**config.mk**
```make
export PLATFORM = sky130hd
export DESIGN_NAME = timer_bank_flat
export DESIGN_NICKNAME = d
export VERILOG_FILES = /design/src/rtl/timer_bank_if.sv /design/src/rtl/timer_bank.sv /design/src/flat_wrapper.sv
export SDC_FILE = /design/constraint.sdc
export NUM_CORES = 1
export LEC_CHECK = 0
export CORE_ASPECT_RATIO = 0.8
export CORE_MARGIN = 10
export CORE_UTILIZATION = 60
export DETAILED_ROUTE_END_ITERATION = 12
export PLACE_DENSITY = 0.87
export SYNTH_ARGS = -nofsm -noshare
export SYNTH_HDL_FRONTEND = slang
export SYNTH_SLANG_ARGS = --single-unit
```
**constraint.sdc**
```tcl
create_clock -name clk -period 3.6 [get_ports clk]
set_input_delay 0.72 -clock clk [delete_from_list [all_inputs] [get_ports clk]]
set_output_delay 0.72 -clock clk [all_outputs]
set_load 0.05 [all_outputs]
```
**src/rtl/timer_bank_if.sv**
```systemverilog
// Bus between the CPU execute stage / sound-interrupt logic and the timer bank.
interface timer_bank_if #(
  parameter int NUM_TIMERS = 2,
  parameter int WIDTH      = 8,
  parameter int SEL_W      = 1
);
  logic                  pause;
  logic                  wr_en;
  logic [1:0]            wr_op;
  logic [SEL_W-1:0]      wr_sel;
  logic [WIDTH-1:0]      wr_data;
  logic [SEL_W-1:0]      rd_sel;
  logic [WIDTH-1:0]      rd_data;
  logic [NUM_TIMERS-1:0] active;
  logic [NUM_TIMERS-1:0] expired;
  logic                  tick_out;

  modport master (
    output pause, wr_en, wr_op, wr_sel, wr_data, rd_sel,
    input  rd_data, active, expired, tick_out
  );

  modport slave (
    input  pause, wr_en, wr_op, wr_sel, wr_data, rd_sel,
    output rd_data, active, expired, tick_out
  );
endinterface

```
**src/rtl/timer_bank.sv**
```systemverilog
// Bank of down-counting timers driven by a shared prescaler tick, with
// per-channel auto-reload, expiry pulses, global pause and indexed read-back.
module timer_bank #(
  parameter int NUM_TIMERS = 2,
  parameter int WIDTH      = 8,
  parameter int SEL_W      = 1,
  parameter int TICK_DIV   = 1666667,
  parameter int DIV_W      = 21
) (
  input logic         clk,
  input logic         rst,
  timer_bank_if.slave bus
);

  typedef enum logic [1:0] {
    OP_LOAD   = 2'b00,
    OP_RELOAD = 2'b01,
    OP_MODE   = 2'b10,
    OP_CLEAR  = 2'b11
  } wr_op_e;

  localparam logic [DIV_W-1:0] DIV_LAST = DIV_W'(TICK_DIV - 1);

  logic [DIV_W-1:0]      presc_q, presc_d;
  logic                  tick;
  logic                  tick_q;
  logic [WIDTH-1:0]      count_q  [NUM_TIMERS];
  logic [WIDTH-1:0]      count_d  [NUM_TIMERS];
  logic [WIDTH-1:0]      reload_q [NUM_TIMERS];
  logic [WIDTH-1:0]      reload_d [NUM_TIMERS];
  logic [NUM_TIMERS-1:0] mode_q, mode_d;
  logic [NUM_TIMERS-1:0] expired_q, expired_d;

  always_comb begin
    tick    = (presc_q == DIV_LAST) && !bus.pause;
    presc_d = presc_q;
    if (!bus.pause) begin
      presc_d = (presc_q == DIV_LAST) ? '0 : presc_q + 1'b1;
    end
  end

  // Tick is applied first so that a same-edge load/clear overrides it and
  // cancels its pulse, while reload/mode writes leave the tick on old values.
  always_comb begin
    count_d   = count_q;
    reload_d  = reload_q;
    mode_d    = mode_q;
    expired_d = '0;
    for (int unsigned i = 0; i < NUM_TIMERS; i++) begin
      if (tick && count_q[i] != '0) begin
        if (count_q[i] == WIDTH'(1)) begin
          expired_d[i] = 1'b1;
          count_d[i]   = (mode_q[i] && reload_q[i] != '0) ? reload_q[i] : '0;
        end else begin
          count_d[i] = count_q[i] - 1'b1;
        end
      end
      if (bus.wr_en && bus.wr_sel == SEL_W'(i)) begin
        case (wr_op_e'(bus.wr_op))
          OP_LOAD: begin
            count_d[i]   = bus.wr_data;
            expired_d[i] = 1'b0;
          end
          OP_RELOAD: reload_d[i] = bus.wr_data;
          OP_MODE:   mode_d[i]   = bus.wr_data[0];
          OP_CLEAR: begin
            count_d[i]   = '0;
            expired_d[i] = 1'b0;
          end
        endcase
      end
    end
  end

  always_ff @(posedge clk or posedge rst) begin
    if (rst) begin
      presc_q   <= '0;
      tick_q    <= 1'b0;
      count_q   <= '{default: '0};
      reload_q  <= '{default: '0};
      mode_q    <= '0;
      expired_q <= '0;
    end else begin
      presc_q   <= presc_d;
      tick_q    <= tick;
      count_q   <= count_d;
      reload_q  <= reload_d;
      mode_q    <= mode_d;
      expired_q <= expired_d;
    end
  end

  always_comb begin
    bus.rd_data  = '0;
    bus.active   = '0;
    bus.expired  = expired_q;
    bus.tick_out = tick_q;
    for (int unsigned i = 0; i < NUM_TIMERS; i++) begin
      bus.active[i] = (count_q[i] != '0);
      if (bus.rd_sel == SEL_W'(i)) begin
        bus.rd_data = count_q[i];
      end
    end
  end

endmodule

```
**src/flat_wrapper.sv**
```systemverilog
// flat-port wrapper written by rule: the top's interface ports become plain ports
module timer_bank_flat 
#(
  parameter int NUM_TIMERS = 2,
  parameter int WIDTH      = 8,
  parameter int SEL_W      = 1,
  parameter int TICK_DIV   = 1666667,
  parameter int DIV_W      = 21
)
  (clk, rst, bus_pause, bus_wr_en, bus_wr_op, bus_wr_sel, bus_wr_data, bus_rd_sel, bus_rd_data, bus_active, bus_expired, bus_tick_out);
  timer_bank_if #(.NUM_TIMERS(NUM_TIMERS), .WIDTH(WIDTH), .SEL_W(SEL_W)) bus_i ();
  input logic clk;
  input logic rst;
  input wire logic [$bits(bus_i.pause)-1:0] bus_pause;
  input wire logic [$bits(bus_i.wr_en)-1:0] bus_wr_en;
  input wire logic [$bits(bus_i.wr_op)-1:0] bus_wr_op;
  input wire logic [$bits(bus_i.wr_sel)-1:0] bus_wr_sel;
  input wire logic [$bits(bus_i.wr_data)-1:0] bus_wr_data;
  input wire logic [$bits(bus_i.rd_sel)-1:0] bus_rd_sel;
  output wire logic [$bits(bus_i.rd_data)-1:0] bus_rd_data;
  output wire logic [$bits(bus_i.active)-1:0] bus_active;
  output wire logic [$bits(bus_i.expired)-1:0] bus_expired;
  output wire logic [$bits(bus_i.tick_out)-1:0] bus_tick_out;
  assign bus_i.pause = bus_pause;
  assign bus_i.wr_en = bus_wr_en;
  assign bus_i.wr_op = bus_wr_op;
  assign bus_i.wr_sel = bus_wr_sel;
  assign bus_i.wr_data = bus_wr_data;
  assign bus_i.rd_sel = bus_rd_sel;
  assign bus_rd_data = bus_i.rd_data;
  assign bus_active = bus_i.active;
  assign bus_expired = bus_i.expired;
  assign bus_tick_out = bus_i.tick_out;
  timer_bank #(.NUM_TIMERS(NUM_TIMERS), .WIDTH(WIDTH), .SEL_W(SEL_W), .TICK_DIV(TICK_DIV), .DIV_W(DIV_W)) u_core (.clk(clk), .rst(rst), .bus(bus_i));
endmodule
```
==> flow_summary.toml <==
[layout]
nets = 385
drive_above_1_share_pct = 14.0
diodes = 0
final_cell_area_um2 = 3770
syn_to_final_growth_pct = 14.8
fillers = 356

[floorplan]
core_um2 = 5150
die_w_um = 103
die_h_um = 86.1
start_util_pct = 63.7
dieArea_um2 = 8840
num_rows = 23
io_pins = 29

[timing]
setup_slack_ns = 0.297
tightestPinTransition_ns = 0.819
skew_ns = 0.00621
min_period_ns = 3.30
max_freq_mhz = 303
finalHoldViolations = 0
max_slew_margin_pct = 45.1
rsz0062_at_grt = "no"
period_share_pct = 91.7
setup_viol = 0
slew_viol_final = 0
setup_tns_ns = 0

[place]
numPortBuffers = 28
hpwl_um = 5590
dpl_worst_slack_ns = 0.358
postPlaceCellArea_um2 = 3600
gp_congestion = 0.882

[power_and_ir_drop]
leakagePower_uw = 0.00160
ir_worst_vdd_mv = 0.263
powerDensity_nw_per_um2 = 517
p_clk_share_pct = 26.2
netSwitchingFraction_pct = 35.0
p_sw_uw = 682
p_comb_share_pct = 28.2
p_seq_share_pct = 45.6
p_int_uw = 1270

[clock_network]
clock_latency_ns = 0.35
cts-buffers-inserted = 9
htree_num_levels = 3
cts.sinks = 58
cts_tree = "yes"
hold_buffers = 0
post_cts.repair.setup_buffers = 0
clk_pin_slew_ns = 0.06
clockBufferDepth = 2
clock-root-buffer = "clkbuf_8"
cts.repair.resized = 0

[worst_hold_path]
hold-path-cell-count = 1
hp-start = "u_core.reload_q[3]$_DFFE_PP0P_"
hold_path_class = "reg2reg"
hold_end = "u_core.reload_q[3]$_DFFE_PP0P_"

[synthesis]
synth_cell_types = 49
syn_avg_cell_area_um2 = 9.94
synth-edff-count = 0
async_flop_share_pct = 100
synth_warnings = 0
synthCells = 330
syn_area_um2 = 3280
ys_ff_latch = 58
synthFlopType = "dfrtp_1"
synth.net_count = 357
ys_seq_area_share_pct = 44.3

[route]
vias = 2756
drc_errors = 0
postRouteAntennaNets = 0
drtPass1Iterations = 7
drt-initial-drc-count = 240
viasPerCell = 6.48
wl_um = 8020
wire_per_inst_um = 18.9

[worst_setup_path]
rr_worst_depth = 7
setup.worst_path.start_class = "flip-flop"
path_class = "reg2out"
critical_path_required_ns = 2.88
crit_buf_inv = 2
r2r_slack_ns = 1.17
max_stage_delay_ns = 0.72
cp.arrival_ns = 2.58
end_kind = "output pin"
cp_slowest_cell = "clkdlybuf4s50_1"
r2r-start = "u_core.presc_q[0]$_DFFE_PP0N_"
critPathMaxFanout = 6
path_cells = "or4_4, nor4b_4, inv_1, clkdlybuf4s50_1"
critical_path.top_delay_family = "simple AND/OR/NAND/NOR gates"
r2r-end = "u_core.count_q[4]$_DFF_PP0_"

[global_routing]
antenna_found_initial = 0
grt_pass1_wl_um = 13500
grt-ovfl-total = 0
first_global_vias = 2698
grt_usage_pct = 19.4
grt_max_degree = 59

[run]
cap_violations = 0

[outcome]
run_status = "finished, final reports clean"
cell usage after synthesis, drive strengths merged, types with 6 or more instances:
cell | instances | share of area, %
a21oi | 10 | 1.5
a31oi | 6 | 1.1
a32oi | 10 | 2.7
buf | 6 | 1.1
clkbuf | 7 | 0.80
dfrtp | 58 | 44
ha | 11 | 4.2
inv | 9 | 1.0
mux2 | 24 | 8.2
nand2 | 25 | 2.9
nand3 | 14 | 2.1
nand4 | 9 | 1.7
nor2 | 33 | 3.9
nor3 | 11 | 2.1
o21ai | 19 | 2.9
xnor2 | 10 | 2.7
xor2 | 11 | 2.9
layer usage:
| metal | GRT usage (%) | vias up | routed length, um |
|---|---|---|---|
| li1 | - | 1265 | - |
| met5 | 0 | - | 0 |
| met2 | 27.7 | 163 | 3540 |
| met4 | 8.95 | 0 | 156 |
| met1 | 26.4 | 1312 | 3600 |
| met3 | 5.69 | 16 | 716 |
kinds of logic after synthesis:
logic type / share of synthesized area [%]
AO/OA/AOI/OAI: 13.0
XOR/XNOR: 5.61
adder cells (fa/ha/maj): 4.20
buffers and inverters: 2.94
flip-flops: 44.3
multiplexers: 8.55
AND/OR/NAND/NOR: 21.4
flip-flops by register name, indices dropped and copies added, names as in the netlist:
name / count
u_core.bus.tick_out: 1
u_core.presc_q: 21
u_core.count_q: 16
u_core.bus.expired: 2
u_core.mode_q: 2
u_core.reload_q: 16
power by group through the flow:
stage	registers [uW]	logic [uW]	clock network [uW]
detailed placement	891	541	0
CTS	882	548	517
global route	901	606	549
global placement	885	519	0
floorplan	843	435	0
finish	887	550	510
area by class of cell:
class	instances	area (um^2)	share of cell area [%]
inverters	9	33.8	0.897
flip-flops and latches	58	1450	38.5
multi-input cells	250	1730	46.0
well taps	62	77.6	2.06
repair buffers	30	308	8.17
clock inverters	3	15.0	0.399
clock buffers	13	149	3.95
worst max-delay path by stage:
| stage | from | to | cells after the start |
|---|---|---|---|
| 2_1_floorplan | bus_rd_sel | bus_rd_data[0] | 2 |
| 3_3_place_gp | bus_rd_sel | bus_rd_data[7] | 3 |
| 3_5_place_dp | bus_rd_sel | bus_rd_data[2] | 3 |
| 4_1_cts | u_core.count_q[4]$_DFF_PP0_ | bus_active[1] | 4 |
| 5_1_grt | u_core.count_q[4]$_DFF_PP0_ | bus_active[1] | 4 |
| 6_report | u_core.count_q[5]$_DFF_PP0_ | bus_active[1] | 4 |
stage by stage:
step | std cells | total power (uW) | hold slack [ns] | util (%)
6_report | 425 | 1950 | 0.509 | 73.1
5_1_grt | 425 | 2060 | 0.514 | 73.1
4_1_cts | 425 | 1950 | 0.509 | 73.1
3_5_place_dp | 409 | 1430 | 0.494 | 69.9
3_3_place_gp | 409 | 1400 | 0.487 | 69.9
2_1_floorplan | 330 | 1280 | 0.464 | -
cell usage in the layout (no fill, tap or decap), types with 2 or more instances in the layout:
cell              n
a211oi_1          2
a21oi_1          10
a221o_1           2
a311oi_1          3
a31oi_1           6
a32oi_1          10
and2_1            3
and3_1            5
clkbuf_1          3
clkbuf_8         10
clkdlybuf4s50_1  28
clkinv_2          3
dfrtp_1          58
ha_1             11
inv_1             8
mux2_2           24
nand2_1          25
nand2b_1          4
nand3_1          14
nand3b_1          2
nand4_1           9
nand4b_1          3
nor2_1           31
nor2_2            2
nor2b_1           3
nor3_1            8
nor3_2            3
nor4_1            5
nor4bb_1          2
o21a_1            2
o21ai_0          19
o22ai_1           2
o31ai_1           3
or2_2             2
or4_1             2
or4_4             2
xnor2_1          10
xor2_1           11
(Power assumes the default switching activity.)
